File: src/rtl/wb_pkg.sv
// wb_pkg: shared constants for the writeback-stage controller.
//   Opcode encodings (4-bit ISA) and the default / typical no-writeback masks.
package wb_pkg;

  localparam logic [3:0] WB_OP_LOAD  = 4'b0000;
  localparam logic [3:0] WB_OP_ALU   = 4'b0001;
  localparam logic [3:0] WB_OP_STORE = 4'b0010;
  localparam logic [3:0] WB_OP_BR    = 4'b1100;
  localparam logic [3:0] WB_OP_NOP   = 4'b1111;

  // Bit k set => opcode k never writes the register file.
  localparam logic [15:0] WB_NOWB_DEFAULT = 16'h0000;
  localparam logic [15:0] WB_NOWB_BR_NOP  = 16'h9000;  // branch + nop

endpackage

File: src/rtl/wb_fwd_history.sv
// wb_fwd_history: shift history of committed RF writes plus a dual
// forwarding query port.
//   clock, reset       : rising-edge clock, async active-high reset
//   cur_v/rd/data      : write currently in the stage (youngest candidate)
//   kill               : stage is being flushed; push an empty entry instead
//   q_ra, q_rb         : query addresses
//   hit_*, data_*      : youngest matching write (stage, then entry0..N-1)
module wb_fwd_history #(
  parameter int unsigned FWD_DEPTH = 2,
  parameter int unsigned RA_W      = 3,
  parameter int unsigned DW        = 16
) (
  input  logic            clock,
  input  logic            reset,
  input  logic            cur_v,
  input  logic [RA_W-1:0] cur_rd,
  input  logic [DW-1:0]   cur_data,
  input  logic            kill,
  input  logic [RA_W-1:0] q_ra,
  input  logic [RA_W-1:0] q_rb,
  output logic            hit_a,
  output logic            hit_b,
  output logic [DW-1:0]   data_a,
  output logic [DW-1:0]   data_b
);

  logic [FWD_DEPTH-1:0]           h_v;
  logic [FWD_DEPTH-1:0][RA_W-1:0] h_rd;
  logic [FWD_DEPTH-1:0][DW-1:0]   h_data;

  // Invalid entries shift like valid ones so age is purely positional.
  always_ff @(posedge clock or posedge reset) begin
    if (reset) begin
      h_v    <= '0;
      h_rd   <= '0;
      h_data <= '0;
    end else begin
      h_v[0]    <= cur_v & ~kill;
      h_rd[0]   <= cur_rd;
      h_data[0] <= cur_data;
      for (int i = 1; i < FWD_DEPTH; i++) begin
        h_v[i]    <= h_v[i-1];
        h_rd[i]   <= h_rd[i-1];
        h_data[i] <= h_data[i-1];
      end
    end
  end

  // Scan oldest to youngest so the youngest match overwrites older ones.
  always_comb begin
    hit_a  = 1'b0;
    hit_b  = 1'b0;
    data_a = '0;
    data_b = '0;
    for (int i = FWD_DEPTH - 1; i >= 0; i--) begin
      if (h_v[i] && h_rd[i] == q_ra) begin
        hit_a  = 1'b1;
        data_a = h_data[i];
      end
      if (h_v[i] && h_rd[i] == q_rb) begin
        hit_b  = 1'b1;
        data_b = h_data[i];
      end
    end
    if (cur_v && cur_rd == q_ra) begin
      hit_a  = 1'b1;
      data_a = cur_data;
    end
    if (cur_v && cur_rd == q_rb) begin
      hit_b  = 1'b1;
      data_b = cur_data;
    end
  end

endmodule

File: src/rtl/wb_ctrl_pipe.sv
// wb_ctrl_pipe: writeback-stage controller.
//   clock, reset          : rising-edge clock, async active-high reset
//   in_valid/op/rd/alu/mem: instruction leaving the memory stage
//   flush                 : kill staged and incoming instruction
//   rf_write/reg_in/rf_waddr/rf_wdata : register-file write port (registered)
//   q_ra, q_rb / fwd_*    : forwarding lookup against stage + history
//   retired               : wrapping count of instructions leaving the stage
module wb_ctrl_pipe
  import wb_pkg::*;
#(
  parameter int unsigned          OP_W      = 4,
  parameter int unsigned          RA_W      = 3,
  parameter int unsigned          DW        = 16,
  parameter int unsigned          OP_LOAD   = WB_OP_LOAD,
  parameter int unsigned          OP_STORE  = WB_OP_STORE,
  parameter logic [(2**OP_W)-1:0] NOWB_MASK = '0,
  parameter bit                   R0_ZERO   = 1'b1,
  parameter int unsigned          FWD_DEPTH = 2,
  parameter int unsigned          CNT_W     = 16
) (
  input  logic             clock,
  input  logic             reset,
  input  logic             in_valid,
  input  logic [OP_W-1:0]  in_op,
  input  logic [RA_W-1:0]  in_rd,
  input  logic [DW-1:0]    in_alu,
  input  logic [DW-1:0]    in_mem,
  input  logic             flush,
  output logic             rf_write,
  output logic             reg_in,
  output logic [RA_W-1:0]  rf_waddr,
  output logic [DW-1:0]    rf_wdata,
  input  logic [RA_W-1:0]  q_ra,
  input  logic [RA_W-1:0]  q_rb,
  output logic             fwd_hit_a,
  output logic             fwd_hit_b,
  output logic [DW-1:0]    fwd_data_a,
  output logic [DW-1:0]    fwd_data_b,
  output logic [CNT_W-1:0] retired
);

  localparam logic [OP_W-1:0] LD = OP_W'(OP_LOAD);
  localparam logic [OP_W-1:0] ST = OP_W'(OP_STORE);

  logic            st_valid;
  logic [OP_W-1:0] st_op;
  logic [RA_W-1:0] st_rd;
  logic [DW-1:0]   st_data;
  logic            wr;
  logic            raw_hit_a, raw_hit_b;

  // Data is selected at capture so rf_wdata is a plain register output.
  always_ff @(posedge clock or posedge reset) begin
    if (reset) begin
      st_valid <= 1'b0;
      st_op    <= '0;
      st_rd    <= '0;
      st_data  <= '0;
    end else begin
      st_valid <= in_valid & ~flush;
      st_op    <= in_op;
      st_rd    <= in_rd;
      st_data  <= (in_op == LD) ? in_mem : in_alu;
    end
  end

  always_ff @(posedge clock or posedge reset) begin
    if (reset)                   retired <= '0;
    else if (st_valid && !flush) retired <= retired + CNT_W'(1);
  end

  assign wr = st_valid && (st_op != ST) && !NOWB_MASK[st_op] &&
              !(R0_ZERO && st_rd == '0);

  assign rf_write = wr;
  // Stores also drive the memory-bus select.
  assign reg_in   = st_valid && (st_op == LD || st_op == ST);
  assign rf_waddr = st_rd;
  assign rf_wdata = st_data;

  wb_fwd_history #(
    .FWD_DEPTH (FWD_DEPTH),
    .RA_W      (RA_W),
    .DW        (DW)
  ) u_hist (
    .clock    (clock),
    .reset    (reset),
    .cur_v    (wr),
    .cur_rd   (st_rd),
    .cur_data (st_data),
    .kill     (flush),
    .q_ra     (q_ra),
    .q_rb     (q_rb),
    .hit_a    (raw_hit_a),
    .hit_b    (raw_hit_b),
    .data_a   (fwd_data_a),
    .data_b   (fwd_data_b)
  );

  // r0 is hard-wired zero: never forward it even if a stale entry matches.
  assign fwd_hit_a = raw_hit_a && !(R0_ZERO && q_ra == '0);
  assign fwd_hit_b = raw_hit_b && !(R0_ZERO && q_rb == '0);

endmodule
File: config.mk
export PLATFORM = sky130hd
export DESIGN_NAME = wb_ctrl_pipe
export DESIGN_NICKNAME = d
export VERILOG_FILES = /design/src/rtl/wb_pkg.sv /design/src/rtl/wb_fwd_history.sv /design/src/rtl/wb_ctrl_pipe.sv
export SDC_FILE = /design/constraint.sdc
export NUM_CORES = 1
export LEC_CHECK = 0
export BUFFER_PORTS_ARGS = -buffer_cell sky130_fd_sc_hd__buf_2
export CAP_MARGIN = 20
export CORE_AREA = 4 4 88 90
export DETAILED_ROUTE_END_ITERATION = 10
export DIE_AREA = 0 0 92 94
export PLACE_DENSITY = 0.83
export SYNTH_ARGS = -nofsm -noshare
export SYNTH_HDL_FRONTEND = slang
export SYNTH_HIERARCHICAL = 1
export SYNTH_SLANG_ARGS = --single-unit
File: constraint.sdc
create_clock -name clock -period 4 [get_ports clock]
set_clock_uncertainty 0.2 [all_clocks]
set_input_delay 0.8 -clock clock [delete_from_list [all_inputs] [get_ports clock]]
set_output_delay 0.8 -clock clock [all_outputs]
set_load 0.02 [all_outputs]
# Word level (Yosys, flattened, before mapping)
# Memories as Yosys holds them, arrays and structs flattened.
# Cells that the tools add are included.
dict set report totals {
  ff_bits 80
  rom_bits 16
  in_bits 49
  output_inout_bits 71
  wordCells 62
  n_memories 1
}
# memory depth width read_ports rd_ports_with_merged_regs write_ports line
set memory_table {}
lappend memory_table {{(no name shown)} 16 1 1 0 0 wb_ctrl_pipe.sv:72} ;# assign wr = st_valid && (st_op != ST) && !NOWB_MASK[st_op] &&
dict set report classes {
  add_sub_neg 1
  order_cmp 1
  eq_ne 8
  mux 14
  bitwise 3
  n_reduce_logical 24
}
# op count
set ops {}
lappend ops {{2-to-1 mux 16 bit} 7}
lappend ops {{== test 3 bit} 6}
lappend ops {{adder 16 x 1 -> 16 bit (second input constant)} 1}
lappend ops {{logical AND 1 bit} 13}
lappend ops {{zero test 3 bit} 3}
lappend ops {{zero test 4 bit} 2}
lappend ops {{2-to-1 mux 1 bit} 7}
lappend ops {{zero test 1 bit} 5}
lappend ops {{< comparator 4 x 5 -> 1 bit (second input constant)} 1}
lappend ops {{== test 4 x 2 -> 1 bit (second input constant)} 1}
lappend ops {{inequality test 4 x 2 -> 1 bit (second input constant)} 1}
lappend ops {{AND 1 bit} 2}
lappend ops {{logical OR 1 bit} 1}
lappend ops {{inverter 1 bit} 1}

# Logic depth before layout (Yosys ltp)
dict set report logic_depth {
  ltp_word 8
  mapped_depth 6
  depth_no_buf 5
}

# Hierarchy
# Netlist, hierarchy kept.
# module instances cells_each area_per_inst_um2 seq_area_each_um2
set by_module_without_submodules {}
lappend by_module_without_submodules {wb_fwd_history 1 222 2054.5 1001.0}
lappend by_module_without_submodules {wb_ctrl_pipe 1 110 1624.1 1001.0}

# Worst setup path after synthesis
# OpenSTA, ideal clock, no wires.
dict set report synth_path {
  path_type {in2out}
  startpoint {input q_ra[2]}
  endpoint {output fwd_data_a[10]}
  arrival_time_ns 2.068
  required_ns 3.000
  setup_slack_ns 0.932
  stages 5
  n_path_buf 1
  path_cell_list {xor2_1 nor3_2 buf_2 nand4_1 a31oi_1}
}
dict set report synth_via {
  elab_chain_cells 5
  elab_cells_between_ends 9
  cone_classes {eq/ne: 3; mux: 3; reduce/logical: 3}
}
# item line
set synth_rtl {}
lappend synth_rtl {{from (decl)} wb_ctrl_pipe.sv:33} ;# input logic [RA_W-1:0] q_ra,
lappend synth_rtl {{== test 3 bit} wb_fwd_history.sv:56} ;# if (h_v[i] && h_rd[i] == q_ra) begin
lappend synth_rtl {{logical AND 1 bit} wb_fwd_history.sv:56}
lappend synth_rtl {{2-to-1 mux 16 bit (2 in series)} wb_fwd_history.sv:56}
lappend synth_rtl {{2-to-1 mux 16 bit *} wb_fwd_history.sv:65} ;# if (cur_v && cur_rd == q_ra) begin
lappend synth_rtl {{to (decl)} wb_ctrl_pipe.sv:37} ;# output logic [DW-1:0] fwd_data_a,
# Every way passes the cells marked *; elsewhere a longest branch is shown, timed or not.

# Worst setup path in the final report
dict set report layout_path {
  startpoint {input q_rb[1]}
  endpoint {output fwd_data_b[4]}
}
dict set report layout_via {
  elab_chain_cells 5
  elab_cells_between_ends 9
  cone_classes {eq/ne: 3; mux: 3; reduce/logical: 3}
}
# item line
set layout_rtl {}
lappend layout_rtl {{from (decl)} wb_ctrl_pipe.sv:34} ;# input logic [RA_W-1:0] q_rb,
lappend layout_rtl {{== test 3 bit} wb_fwd_history.sv:60} ;# if (h_v[i] && h_rd[i] == q_rb) begin
lappend layout_rtl {{logical AND 1 bit} wb_fwd_history.sv:60}
lappend layout_rtl {{2-to-1 mux 16 bit (2 in series)} wb_fwd_history.sv:60}
lappend layout_rtl {{2-to-1 mux 16 bit *} wb_fwd_history.sv:69} ;# if (cur_v && cur_rd == q_rb) begin
lappend layout_rtl {{to (decl)} wb_ctrl_pipe.sv:38} ;# output logic [DW-1:0] fwd_data_b,
# Marks and branches as above.

==> run summary <==
largest net degree at the start of global routing = 39
critical path cell sequence = buf_2 > xor2_1 > or4b_1 > nand4_1 > a31oi_1 > buf_2
final hold vios = 0
clk buf depth = 2
yosys warns = 6
most frequent cell on the critical path = buf_2
drt pass-1 iters = 5
H-tree depth = 3
routed vias = 3156
Root Driver = clkbuf_8
Post-Synth Simple-Gate Area = 21.87%
die width = 92 um
Detailed Route Iter0 Violations = 292
port bufs = 119
Maximum Capacitance Violations = 0
Synth area leaders = dfrtp_1, nand4_1, a31oi_1
multiplexer area fraction after synthesis = 5.204%
Synth Area in Compound Gates = 6.259%
Syn Inst Count = 332
FMAX = 283.1 MHz
CP endpoint kind = output port
row cnt = 31
CP required = 3.00 ns
Post-CTS Setup Bufs = 0
initial antenna violation count = 0
P_leak = 2.130 nW
Die Y = 94 um
area delta synth->final = 22.99%
WL/cell = 17.33 um
layout cells sized above 1 = 37.61%
Mapped Avg Cell Area = 11.08 um^2
largest family of logic cells by synthesized area = simple AND/OR/NAND/NOR gates
DRC violation count after routing = 0
Slowest-stage cell, CP = or4b_1
Synth top cells by count = dfrtp_1, nand3_1, nand4_1, nor2_1, a31oi_1
Cell variety after synth = 32
initial core utilization = 52.11%
fin crit period = 3.532 ns
Net Sw Power = 0.0005452 W
register area share after synthesis = 54.42%
combinational power share = 15.4%
Hold Buf Count CTS = 0
synthesized area = 3679 um^2
vias in the first global route = 3139
vias per cell = 5.728
EDFF count, synth = 0
Post-Synth Adder-Cell Area = 0.3401%
worst slew pin tran = 1.056 ns
CTS clock-pin slew for the worst setup and hold paths = 0.08 ns
reg2reg path depth = 5
share of total power in the clock network = 32.1%
number of fill cells = 583
hpwl dp = 6.983 mm
Max transition margin = 29.08%
CTS tree = built
XOR/XNOR share of the synthesized area = 7.857%
worst setup path class = primary input to output port
status = finished, final reports clean
Most used DFF post-synth = dfrtp_1
most common cell in the netlist = dfrtp_1
Worst IR Drop VDD = 0.2766 mV
cell type with the largest total area after synthesis = dfrtp_1
RSZ-0062 raised after global routing = no
worst-path maximum fanout = 17
crit-path max cell delay = 0.86 ns
GPL Wtd Cong = 0.9854
Sw Ratio = 30.12%
post-synth top area share = 54.42%
n_diodes = 0
#FFs+latches synth = 80
Slew Viols, Final = 0
P per Cell Area = 400.0 nW/um^2
grt ovf = 0
Detail Route Antenna Nets = 0
global-route wire length before repair = 15.62 mm
Pint = 0.001265 W
fin crit share = 88.31%
critical path startpoint category = primary input
syn_nets = 382
post-cts sizing count = 0
clk sink count = 80
CTS buffer count = 9
Setup Viol. Count Final = 0
clk_lat worst skew = 0.35 ns
worst min path class = primary input to asynchronous set/reset pin
final core occ = 64.09%
Final #Nets = 497
die area = 8648 um^2
Seq pwr share = 52.5%
core area = 7059 um^2
asr flop ratio synth = 100.0%
I/O pin count = 120
GRT Total Usage = 23.16%
Setup TNS Final = 0 ns
Worst Path Arrival = 2.53 ns
WL final = 9.550 mm
[state kept, by name, summed over array words and instances, names as in the netlist]
name,count
u_hist/h_data,32
st_valid,1
retired,16
st_op,4
rf_wdata,16
u_hist/h_v,2
u_hist/h_rd,6
rf_waddr,3
[metal layers]
metal,wire [um],part of all wire (%),track usage [%],up-vias
met1,3774,40,30.12,1498
met5,0,0,0,-
met2,4768,50,38.14,190
li1,-,-,-,1437
met4,282,3.0,11.14,0
met3,725,7.6,3.606,31
[cell type report]
cell class              count  area [um^2]  share of cell area, %
inverters                   3        11.26                 0.2489
repair buffers            128        663.1                  14.66
multi-input cells         225         1528                  33.77
clock inverters             7        72.57                  1.604
clock buffers               9        123.9                  2.738
flip-flops and latches     80         2002                  44.25
well taps                  99        123.9                  2.738
[through the flow]
step	hold slack, ns	area, um^2	instances	worst slack, ns	total power (W)
global placement	0.1809	4328	535	0.5352	0.001234
finish	0.1249	4524	551	0.4677	0.001810
CTS	0.1169	4524	551	0.4980	0.001821
global route	0.1267	4524	551	0.3743	0.001892
detailed placement	0.1874	4328	535	0.5093	0.001245
floorplan	0.1520	3679	332	0.9323	0.001120
[path summary, 6_finish.rpt]
check / start / end / slack, ns
worst max register to register: retired[0] / retired[12] / 2.22
worst max-delay path: q_rb[1] / fwd_data_b[4] / 0.47
worst min register to register: u_hist/h_data[14] / u_hist/h_data[30] / 0.20
max in group asynchronous: reset / u_hist/h_data[17] / 2.44
min in group clock: u_hist/h_data[14] / u_hist/h_data[30] / 0.20
worst min-delay path: reset / rf_wdata[10] / 0.12
[critical path: cells and delay by family]
kind | cells | cell delay, ns
and+or+nand+nor | 2 | 1.12
buffers and inverters | 2 | 0.33
xor gates and xnor gates | 1 | 0.16
AOI/OAI and AO/OA | 1 | 0.12
[power by group through the flow]
stage / Clock, W / Combinational (W) / Sequential [W]
after global routing: 0.000628 / 0.000301 / 0.000963
final: 0.000581 / 0.000279 / 0.000950
after detailed placement: 0 / 0.000280 / 0.000965
after floorplan: 0 / 0.000133 / 0.000987
after global placement: 0 / 0.000273 / 0.000960
after CTS: 0.000591 / 0.000282 / 0.000949
[kinds of logic (layout without fill, tap and decap cells)]
group	after synthesis	after routing
buffers and inverters	27	147
AO/OA/AOI/OAI	36	36
flip-flops	80	80
adder cells (fa/ha/maj)	1	1
XOR/XNOR	33	33
multiplexers	17	17
AND/OR/NAND/NOR	138	138
[cells in the final DEF (no fill, tap or decap), drive strengths merged, types with 2 or more instances in the layout]
| cell type | n |
|---|---|
| nor2b | 2 |
| nand3 | 37 |
| nand2 | 7 |
| mux2 | 17 |
| clkbuf | 9 |
| or4b | 2 |
| nor4 | 2 |
| clkinvlp | 2 |
| inv | 3 |
| a31oi | 32 |
| dfrtp | 80 |
| nand4 | 38 |
| buf | 128 |
| nor3 | 6 |
| clkinv | 4 |
| nor2 | 36 |
| xnor2 | 14 |
| xor2 | 19 |
| and2 | 3 |
| o31a | 2 |
(Power assumes the default switching activity.)
